File: src/rtl/score_meter_pkg.sv
// Shared types and defaults for the score meter: BCD digit type, flash states,
// default parameters and an MSD-first BCD magnitude compare.
package score_meter_pkg;

  typedef logic [3:0] bcd_t;

  typedef enum logic [1:0] {
    IDLE,
    FLASH_OFF,
    FLASH_ON
  } flash_state_e;

  localparam int DEF_NUM_DIGITS       = 5;
  localparam int DEF_SPEED_W          = 15;
  localparam int DEF_COEFFICIENT      = 40960;
  localparam int DEF_ACH_DIGITS       = 2;
  localparam int DEF_FLASH_DURATION   = 15;
  localparam int DEF_FLASH_ITERATIONS = 3;

  // Widest score the compare helper handles; callers zero-extend into it.
  localparam int BCD_MAX_DIGITS = 16;

  typedef logic [BCD_MAX_DIGITS-1:0][3:0] bcd_wide_t;

  // Element 0 is the least significant digit; the first differing digit from
  // the top decides.
  function automatic logic bcd_gt(input bcd_wide_t a, input bcd_wide_t b);
    logic gt;
    logic done;
    gt   = 1'b0;
    done = 1'b0;
    for (int i = BCD_MAX_DIGITS - 1; i >= 0; i--) begin
      if (!done && (a[i] != b[i])) begin
        gt   = (a[i] > b[i]);
        done = 1'b1;
      end
    end
    return gt;
  endfunction

endpackage

File: src/rtl/score_meter_bcd_counter.sv
// Saturating ripple-carry BCD up-counter. value[0] is the least significant
// digit; wrapped_low[i] flags that digits 0..i roll to zero on this increment.
module bcd_counter
  import score_meter_pkg::*;
#(
  parameter int NUM_DIGITS = DEF_NUM_DIGITS
) (
  input  logic                       clk,
  input  logic                       rst,
  input  logic                       clr,
  input  logic                       inc,
  output logic [NUM_DIGITS-1:0][3:0] value,
  output logic                       saturated,
  output logic                       wrapped_low [NUM_DIGITS]
);

  logic [NUM_DIGITS-1:0][3:0] value_nxt;

  always_comb begin
    saturated = 1'b1;
    for (int i = 0; i < NUM_DIGITS; i++) begin
      if (value[i] != 4'd9) saturated = 1'b0;
    end
  end

  // Carry enters at the bottom and ripples while digits sit at 9.
  always_comb begin
    logic carry;
    carry     = inc && !saturated;
    value_nxt = value;
    for (int i = 0; i < NUM_DIGITS; i++) begin
      wrapped_low[i] = carry && (value[i] == 4'd9);
      if (carry) value_nxt[i] = (value[i] == 4'd9) ? 4'd0 : value[i] + 4'd1;
      carry = wrapped_low[i];
    end
  end

  always_ff @(posedge clk) begin
    if (rst || clr) value <= '0;
    else            value <= value_nxt;
  end

endmodule

File: src/rtl/score_meter.sv
// Frame-tick score meter: speed accumulator feeding a saturating BCD score,
// achievement flash FSM and high-score tracking for the sprite renderer.
module score_meter
  import score_meter_pkg::*;
#(
  parameter int NUM_DIGITS       = DEF_NUM_DIGITS,
  parameter int SPEED_W          = DEF_SPEED_W,
  parameter int COEFFICIENT      = DEF_COEFFICIENT,
  parameter int ACH_DIGITS       = DEF_ACH_DIGITS,
  parameter int FLASH_DURATION   = DEF_FLASH_DURATION,
  parameter int FLASH_ITERATIONS = DEF_FLASH_ITERATIONS
) (
  input  logic               clk,
  input  logic               rst,
  input  logic               update,
  input  logic [SPEED_W-1:0] speed,
  input  logic               restart,
  input  logic               game_over,
  output bcd_t               digits    [NUM_DIGITS],
  output bcd_t               hi_digits [NUM_DIGITS],
  output logic               paint,
  output logic               new_high
);

  localparam int AW = $clog2(COEFFICIENT + 2**SPEED_W);
  localparam int TW = $clog2(FLASH_DURATION + 1);
  localparam int IW = $clog2(FLASH_ITERATIONS + 1);

  logic [AW-1:0]              acc, acc_sum;
  logic [NUM_DIGITS-1:0][3:0] score, hi, ach_score, shown;
  logic                       saturated;
  logic                       wrapped_low [NUM_DIGITS];
  logic                       frozen, ach_load, beat_hi;
  logic                       halt, upd_en, inc, ach_fire;
  flash_state_e               state, state_nxt;
  logic [TW-1:0]              timer, timer_nxt;
  logic [IW-1:0]              iter, iter_nxt;
  bcd_wide_t                  score_ext, hi_ext;

  assign halt     = (speed == '0);
  assign upd_en   = update && !halt && !restart && !game_over && !frozen;
  assign acc_sum  = acc + AW'(speed);
  assign inc      = upd_en && (acc_sum >= AW'(COEFFICIENT));
  // Low digits wrapping without saturation always leaves a non-zero score.
  assign ach_fire = inc && !saturated && wrapped_low[ACH_DIGITS-1];

  bcd_counter #(.NUM_DIGITS(NUM_DIGITS)) u_score (
    .clk        (clk),
    .rst        (rst),
    .clr        (restart),
    .inc        (inc),
    .value      (score),
    .saturated  (saturated),
    .wrapped_low(wrapped_low)
  );

  always_ff @(posedge clk) begin
    if (rst || restart) acc <= '0;
    else if (upd_en)    acc <= inc ? acc_sum - AW'(COEFFICIENT) : acc_sum;
  end

  always_comb begin
    state_nxt = state;
    timer_nxt = timer;
    iter_nxt  = iter;
    if (restart || game_over || halt) begin
      state_nxt = IDLE;
      timer_nxt = '0;
      iter_nxt  = '0;
    end else if (ach_fire) begin
      state_nxt = FLASH_OFF;
      timer_nxt = '0;
      iter_nxt  = '0;
    end else if (upd_en) begin
      case (state)
        FLASH_OFF: begin
          if (timer == TW'(FLASH_DURATION - 1)) begin
            state_nxt = FLASH_ON;
            timer_nxt = '0;
          end else timer_nxt = timer + TW'(1);
        end
        FLASH_ON: begin
          if (timer == TW'(FLASH_DURATION - 1)) begin
            timer_nxt = '0;
            if (iter == IW'(FLASH_ITERATIONS - 1)) state_nxt = IDLE;
            else begin
              iter_nxt  = iter + IW'(1);
              state_nxt = FLASH_OFF;
            end
          end else timer_nxt = timer + TW'(1);
        end
        default: ;
      endcase
    end
  end

  always_ff @(posedge clk) begin
    if (rst) begin
      state <= IDLE;
      timer <= '0;
      iter  <= '0;
      paint <= 1'b1;
    end else begin
      state <= state_nxt;
      timer <= timer_nxt;
      iter  <= iter_nxt;
      paint <= (state_nxt != FLASH_OFF);
    end
  end

  always_comb begin
    score_ext = '0;
    hi_ext    = '0;
    score_ext[NUM_DIGITS-1:0] = score;
    hi_ext[NUM_DIGITS-1:0]    = hi;
    beat_hi = bcd_gt(score_ext, hi_ext);
  end

  // The achieved value is captured from the counter one cycle after the
  // increment; until then the live score already equals it.
  always_ff @(posedge clk) begin
    if (rst) begin
      hi        <= '0;
      new_high  <= 1'b0;
      frozen    <= 1'b0;
      ach_score <= '0;
      ach_load  <= 1'b0;
    end else if (restart) begin
      new_high  <= 1'b0;
      frozen    <= 1'b0;
      ach_score <= '0;
      ach_load  <= 1'b0;
    end else begin
      ach_load <= ach_fire;
      if (ach_load) ach_score <= score;
      if (game_over) begin
        frozen   <= 1'b1;
        new_high <= beat_hi;
        if (beat_hi) hi <= score;
      end
    end
  end

  assign shown = ((state == IDLE) || ach_load) ? score : ach_score;

  for (genvar i = 0; i < NUM_DIGITS; i++) begin : g_out
    assign digits[i]    = shown[NUM_DIGITS-1-i];
    assign hi_digits[i] = hi[NUM_DIGITS-1-i];
  end

endmodule

File: config.mk
export PLATFORM = sky130hd
export DESIGN_NAME = score_meter
export DESIGN_NICKNAME = d
export VERILOG_FILES = /design/src/rtl/score_meter_pkg.sv /design/src/rtl/score_meter_bcd_counter.sv /design/src/rtl/score_meter.sv
export SDC_FILE = /design/constraint.sdc
export NUM_CORES = 1
export LEC_CHECK = 0
export ABC_CLOCK_PERIOD_IN_PS = 4800
export CORE_MARGIN = 4
export CORE_UTILIZATION = 40
export CTS_CLUSTER_SIZE = 12
export DETAILED_ROUTE_END_ITERATION = 8
export GPL_ROUTABILITY_DRIVEN = 1
export GPL_TIMING_DRIVEN = 0
export SYNTH_ARGS = -nofsm -noshare
export SYNTH_HDL_FRONTEND = slang
export SYNTH_SLANG_ARGS = --single-unit
export TNS_END_PERCENT = 20
File: constraint.sdc
create_clock -name clk -period 4.8 [get_ports clk]
set_input_delay 0.48 -clock clk [delete_from_list [all_inputs] [get_ports clk]]
set_output_delay 0.48 -clock clk [all_outputs]
set_load 0.03 [all_outputs]
Yosys cells after proc, flatten, opt, wreduce, memory -nomap -nowiden
Index checks and enable logic that the tools add are counted.
- flip-flop bits (word level): 89
- input port bits: 20
- output and inout port bits: 42
- word-level logic and storage cells: 125
- add/subtract/negate cells: 9
- order comparisons: 6
- eq/ne operators: 20
- multiplexer cells: 29
- bitwise gates (word level): 2
- reduce and logical (&&, ||, !) cells: 36
- operator list (kind ; count):
    4-bit by 1-bit adder with 4-bit output, second input constant ; 6
    4-bit == test, second input constant ; 6
    4-bit two-way mux ; 6
    4-bit > comparator ; 5
    20-bit two-way mux ; 1
    4-bit inequality test ; 5
    4-bit inequality test, second input constant ; 5
    17-bit by 15-bit adder with 17-bit output ; 1
    17-bit by 16-bit greater-or-equal comparator with 1-bit output, second input constant ; 1
    17-bit two-way mux ; 1
    17-bit by 16-bit subtractor with 17-bit output, second input constant ; 1
    1-bit logical AND ; 15
    15-bit logical NOT ; 1
    1-bit two-way mux ; 15
    2-bit two-way mux ; 5
    1-bit logical NOT ; 9
    2-bit == test, second input constant ; 2
    1-bit logical OR ; 4
    2-bit one-hot mux with 2 select lines ; 1
    4-bit AND reduction ; 1
    2-bit OR reduction ; 2
    3-bit AND reduction ; 1
    3-bit OR reduction ; 1
    2-bit by 1-bit adder with 2-bit output, second input constant ; 1
    other kinds (5) ; 6

Depth between registers and ports, before layout
- word-level depth: 15
- depth in mapped cells: 15
- gate-level depth less buffers: 14

Hierarchy
From an unflattened synthesis, not the netlist that was laid out.
- cell total of the unflattened synthesis: 676
- area total of the unflattened synthesis: 5669.2 µm²
- modules (own cells, without submodules) (module ; instances ; cells each ; area each (µm²) ; seq. area each (µm²)):
    score_meter ; 1 ; 535 ; 4480.5 ; 1381.3
    bcd_counter ; 1 ; 141 ; 1188.6 ; 400.4

Worst setup path before layout
No wires, ideal clock.
- kind: in2reg
- start: in speed[0]
- end: reg u_score.value[9] in the netlist's numbering
- arrival time: 3.451 ns
- setup slack: 1.279 ns
- stages on the path: 13
- buffers on the path: 1
- path through: ha_1 inv_1 fa_1 nand2b_1 a21o_1 a311oi_1 o21ai_0 nor4b_1 a41oi_2 or3_1 clkbuf_2 or4_1 a21oi_1
- longest elaborated chain between the ends: 10
- elaborated cells between the ends (all ways): 12
- RTL lines (element ; line ; source):
    start, declared ; score_meter.sv:16 ; input logic [SPEED_W-1:0] speed,
    branches (longest 6 deep; another with 17-bit by 15-bit adder with 17-bit output) ; n/a ;
    1-bit logical AND (*) ; score_meter.sv:43 ; assign inc = upd_en && (acc_sum >= AW'(COEFFICIENT));
    1-bit logical AND (*) ; score_meter_bcd_counter.sv:29 ; carry = inc && !saturated;
    1-bit logical AND (*) (2 in series) ; score_meter_bcd_counter.sv:32 ; wrapped_low[i] = carry && (value[i] == 4'd9);
    end signal, assigned ; score_meter_bcd_counter.sv:40 ; else value <= value_nxt;
    end, declared ; score_meter_bcd_counter.sv:12 ; output logic [NUM_DIGITS-1:0][3:0] value,
Every way passes the cells marked *.
A chain may end at the register's enable or synchronous reset.

Worst setup path after layout
- start: in speed[0]
- end: reg u_score.value[7] in the netlist's numbering
- longest elaborated chain between the ends: 9
- elaborated cells between the ends (all ways): 11
- RTL lines (element ; line):
    branches (longest 6 deep; another with 17-bit by 15-bit adder with 17-bit output) ; n/a
    1-bit logical AND (*) ; score_meter.sv:43
    1-bit logical AND (*) ; score_meter_bcd_counter.sv:29
    1-bit logical AND (*) ; score_meter_bcd_counter.sv:32
Marked as above.

==> run summary <==
worst path cell trace: clkdlybuf4s50_1 > ha_1 > inv_1 > fa_1 > nand2b_1 > a21o_1 > a311oi_1 > o21ai_0 > nor4b_1 > a41oi_2 > nor3_2 > clkbuf_1 > a31oi_1 > o211a_1
Critical Path Max Stage Delay: 0.54 ns
pre-CTS setup slack: -0.0306 ns
ant diodes: 0
Syn Inst Count: 693
Tmin final: 4.56 ns
status: finished clean
Post-synth ARST share: 0%
# IOs: 62
Static Leak: 2.36 nW
sequential-to-total area share from yosys stat: 31.1%
core area: 14000 µm²
H-Tree Depth: 3
Max IR drop VDD: 0.000191 V
count of different cell masters after synthesis: 78
vias per cell: 5.51
post-cts resize count: 0
post-synthesis mux area share: 9.60%
Final Worst Setup Slack: 0.237 ns
Startpoint Class: primary input
Worst-Margin Slew: 1.16 ns
cell area after synthesis: 5740 µm²
gp weighted congestion: 0.887
Post-Synth Adder-Cell Area: 9.08%
clock latency on the worst-skew pair: 0.34 ns
largest cells by area after synthesis: dfxtp_1, ha_1, mux2i_1
first-pass GRT wire length: 25300 µm
initial antenna violation count: 0
Final Max Slew Viols: 0
port bufs: 61
CTS Buf Count: 9
area leader, netlist: dfxtp_1
Final Util: 49.3%
total wire length: 15600 µm
gr usage total: 19.1%
Post-Synthesis Net Count: 754
starting density of the core: 41.0%
top cell type's share of synthesized area: 31.1%
die height: 128 µm
Layout area overhead: 20.1%
Synth Area in Compound Gates: 19.5%
Nets: 826
Slowest-stage cell, CP: nor3_2
drt pass-1 iters: 4
Final Skew: 0.00872 ns
RSZ-0062 raised after global routing: no
CTS tree: yes
die footprint: 16300 µm²
Num Clock Sinks: 89
wire per inst: 16.4 µm
critical path arrival: 4.80 ns
most frequent cells in the layout: dfxtp_1, nor2_1, clkdlybuf4s50_1
1st-iter DRT viols: 223
Post-DRT Antenna Nets: 0
largest family of logic cells by synthesized area: simple AND/OR/NAND/NOR gates
Pwr Density: 239 nW/µm²
vias in the first global route: 5026
Hold WC Path Type: flip-flop to flip-flop
via count: 5227
setup bufs post-CTS: 0
Avg Inst Size Synth: 8.28 µm²
gr ovfl total: 0
Yosys warning total: 0
post-synthesis xor/xnor area fraction: 1.53%
Reg area: 1780 µm²
clk buf depth: 2
Die W: 128 µm
post-synthesis simple-gate area fraction: 23.6%
Worst EP required: 5.03 ns
Peak Freq: 219 MHz
DRC errors left: 0
num rows: 43
share of cells above drive strength 1: 7.15%
Yosys reg bits: 89
Multi-input gate area: 3630 µm²
CP Class: primary input to flip-flop
Post-synth EDFFs: 0
# setup viols final: 0
crit end category: flip-flop
Hold-fix buffers, CTS: 0
Root Buffer: clkbuf_16
Relative slew margins: 22.4%
Max Cap Violations: 0
Worst Path Max Fanout: 10
commonest non-fill, non-tap cell in the layout: dfxtp_1
Synth Flop Type: dfxtp_1
fillers: 1361
largest net degree at the start of global routing: 15
fin crit share: 95.1%
DPL Wire Length: 11900 µm
Worst-path clk slew: 0.07 ns
final hold viol count: 0
total negative setup slack: 0 ns
## cell families (layout without fill, tap and decap cells)
group                    after synthesis  after routing
adder cells (fa/ha/maj)               41             41
AO/OA/AOI/OAI                        163            163
multiplexers                          54             54
XOR/XNOR                              10             10
flip-flops                            89             89
AND/OR/NAND/NOR                      262            262
buffers and inverters                 74            150
## path summary, 6_finish.rpt
kind | start | end | slack [ns] | cells after the start
worst max register to register | acc[0] | u_score.value[7] | 0.57 | 13
worst min-delay path | acc[9] | acc[9] | 0.46 | 2
worst max-delay path | speed[0] | u_score.value[7] | 0.24 | 14
worst min register to register | acc[9] | acc[9] | 0.46 | 2
## per-layer routing
layer,global-route usage (%),routed length [µm],vias to the layer above
li1,-,-,2624
met1,25.5,7240,2436
met2,31.0,7110,142
met3,3.58,846,25
met4,6.87,367,0
met5,0,0,-
## worst max-delay path: cells and delay by family
family	cells	cell delay (ns)
buffers and inverters	3	1.10
and+or+nand+nor	3	1.20
adders and majority gates	2	0.58
AOI/OAI and AO/OA	6	1.44
## where the power goes
group / switching (mW) / internal [mW]
Combinational: 0.0771 / 0.0572
Sequential: 0.00190 / 0.741
Clock: 0.305 / 0.467
## cell usage after synthesis (3+ instances only)
master / n
a211oi_1: 7
a21o_1: 14
a21oi_1: 44
a22oi_1: 3
a311oi_1: 4
a31oi_1: 6
a41o_1: 4
and2_1: 7
and3_1: 9
buf_1: 3
buf_6: 5
clkbuf_1: 23
dfxtp_1: 89
ha_1: 40
inv_1: 40
mux2_2: 8
mux2i_1: 46
nand2_1: 59
nand2b_1: 48
nand3_1: 12
nand4_1: 7
nor2_1: 64
nor2b_1: 8
nor3_1: 9
nor3b_1: 5
nor4_1: 9
o21a_1: 4
o21ai_0: 36
or2_2: 4
or3_1: 6
xnor2_1: 7
xor2_1: 3
## final cells by class
class | instances | share of cell area (%)
multi-input cells | 530 | 52.8
flip-flops and latches | 89 | 25.9
repair buffers | 61 | 8.86
clock buffers | 10 | 3.47
well taps | 180 | 3.27
plain buffers | 34 | 2.45
inverters | 40 | 2.18
clock inverters | 5 | 1.16
## registers in the layout, summed over array words and instances, names as in the netlist
register       cells
paint              1
new_high           1
ach_score         20
acc               17
state              2
hi_digits         20
u_score.value     20
timer              4
frozen             1
iter               2
ach_load           1
## through the flow
step / hold WS, ns / power [mW] / cell area [µm²] / std cells
2_1_floorplan: 0.436 / 0.846 / 5740 / 693
3_3_place_gp: 0.447 / 0.891 / 6570 / 934
3_5_place_dp: 0.452 / 0.893 / 6570 / 934
4_1_cts: 0.462 / 1.67 / 6890 / 949
5_1_grt: 0.488 / 1.71 / 6890 / 949
6_report: 0.463 / 1.65 / 6890 / 949
Power figures use the tool's default switching activity.
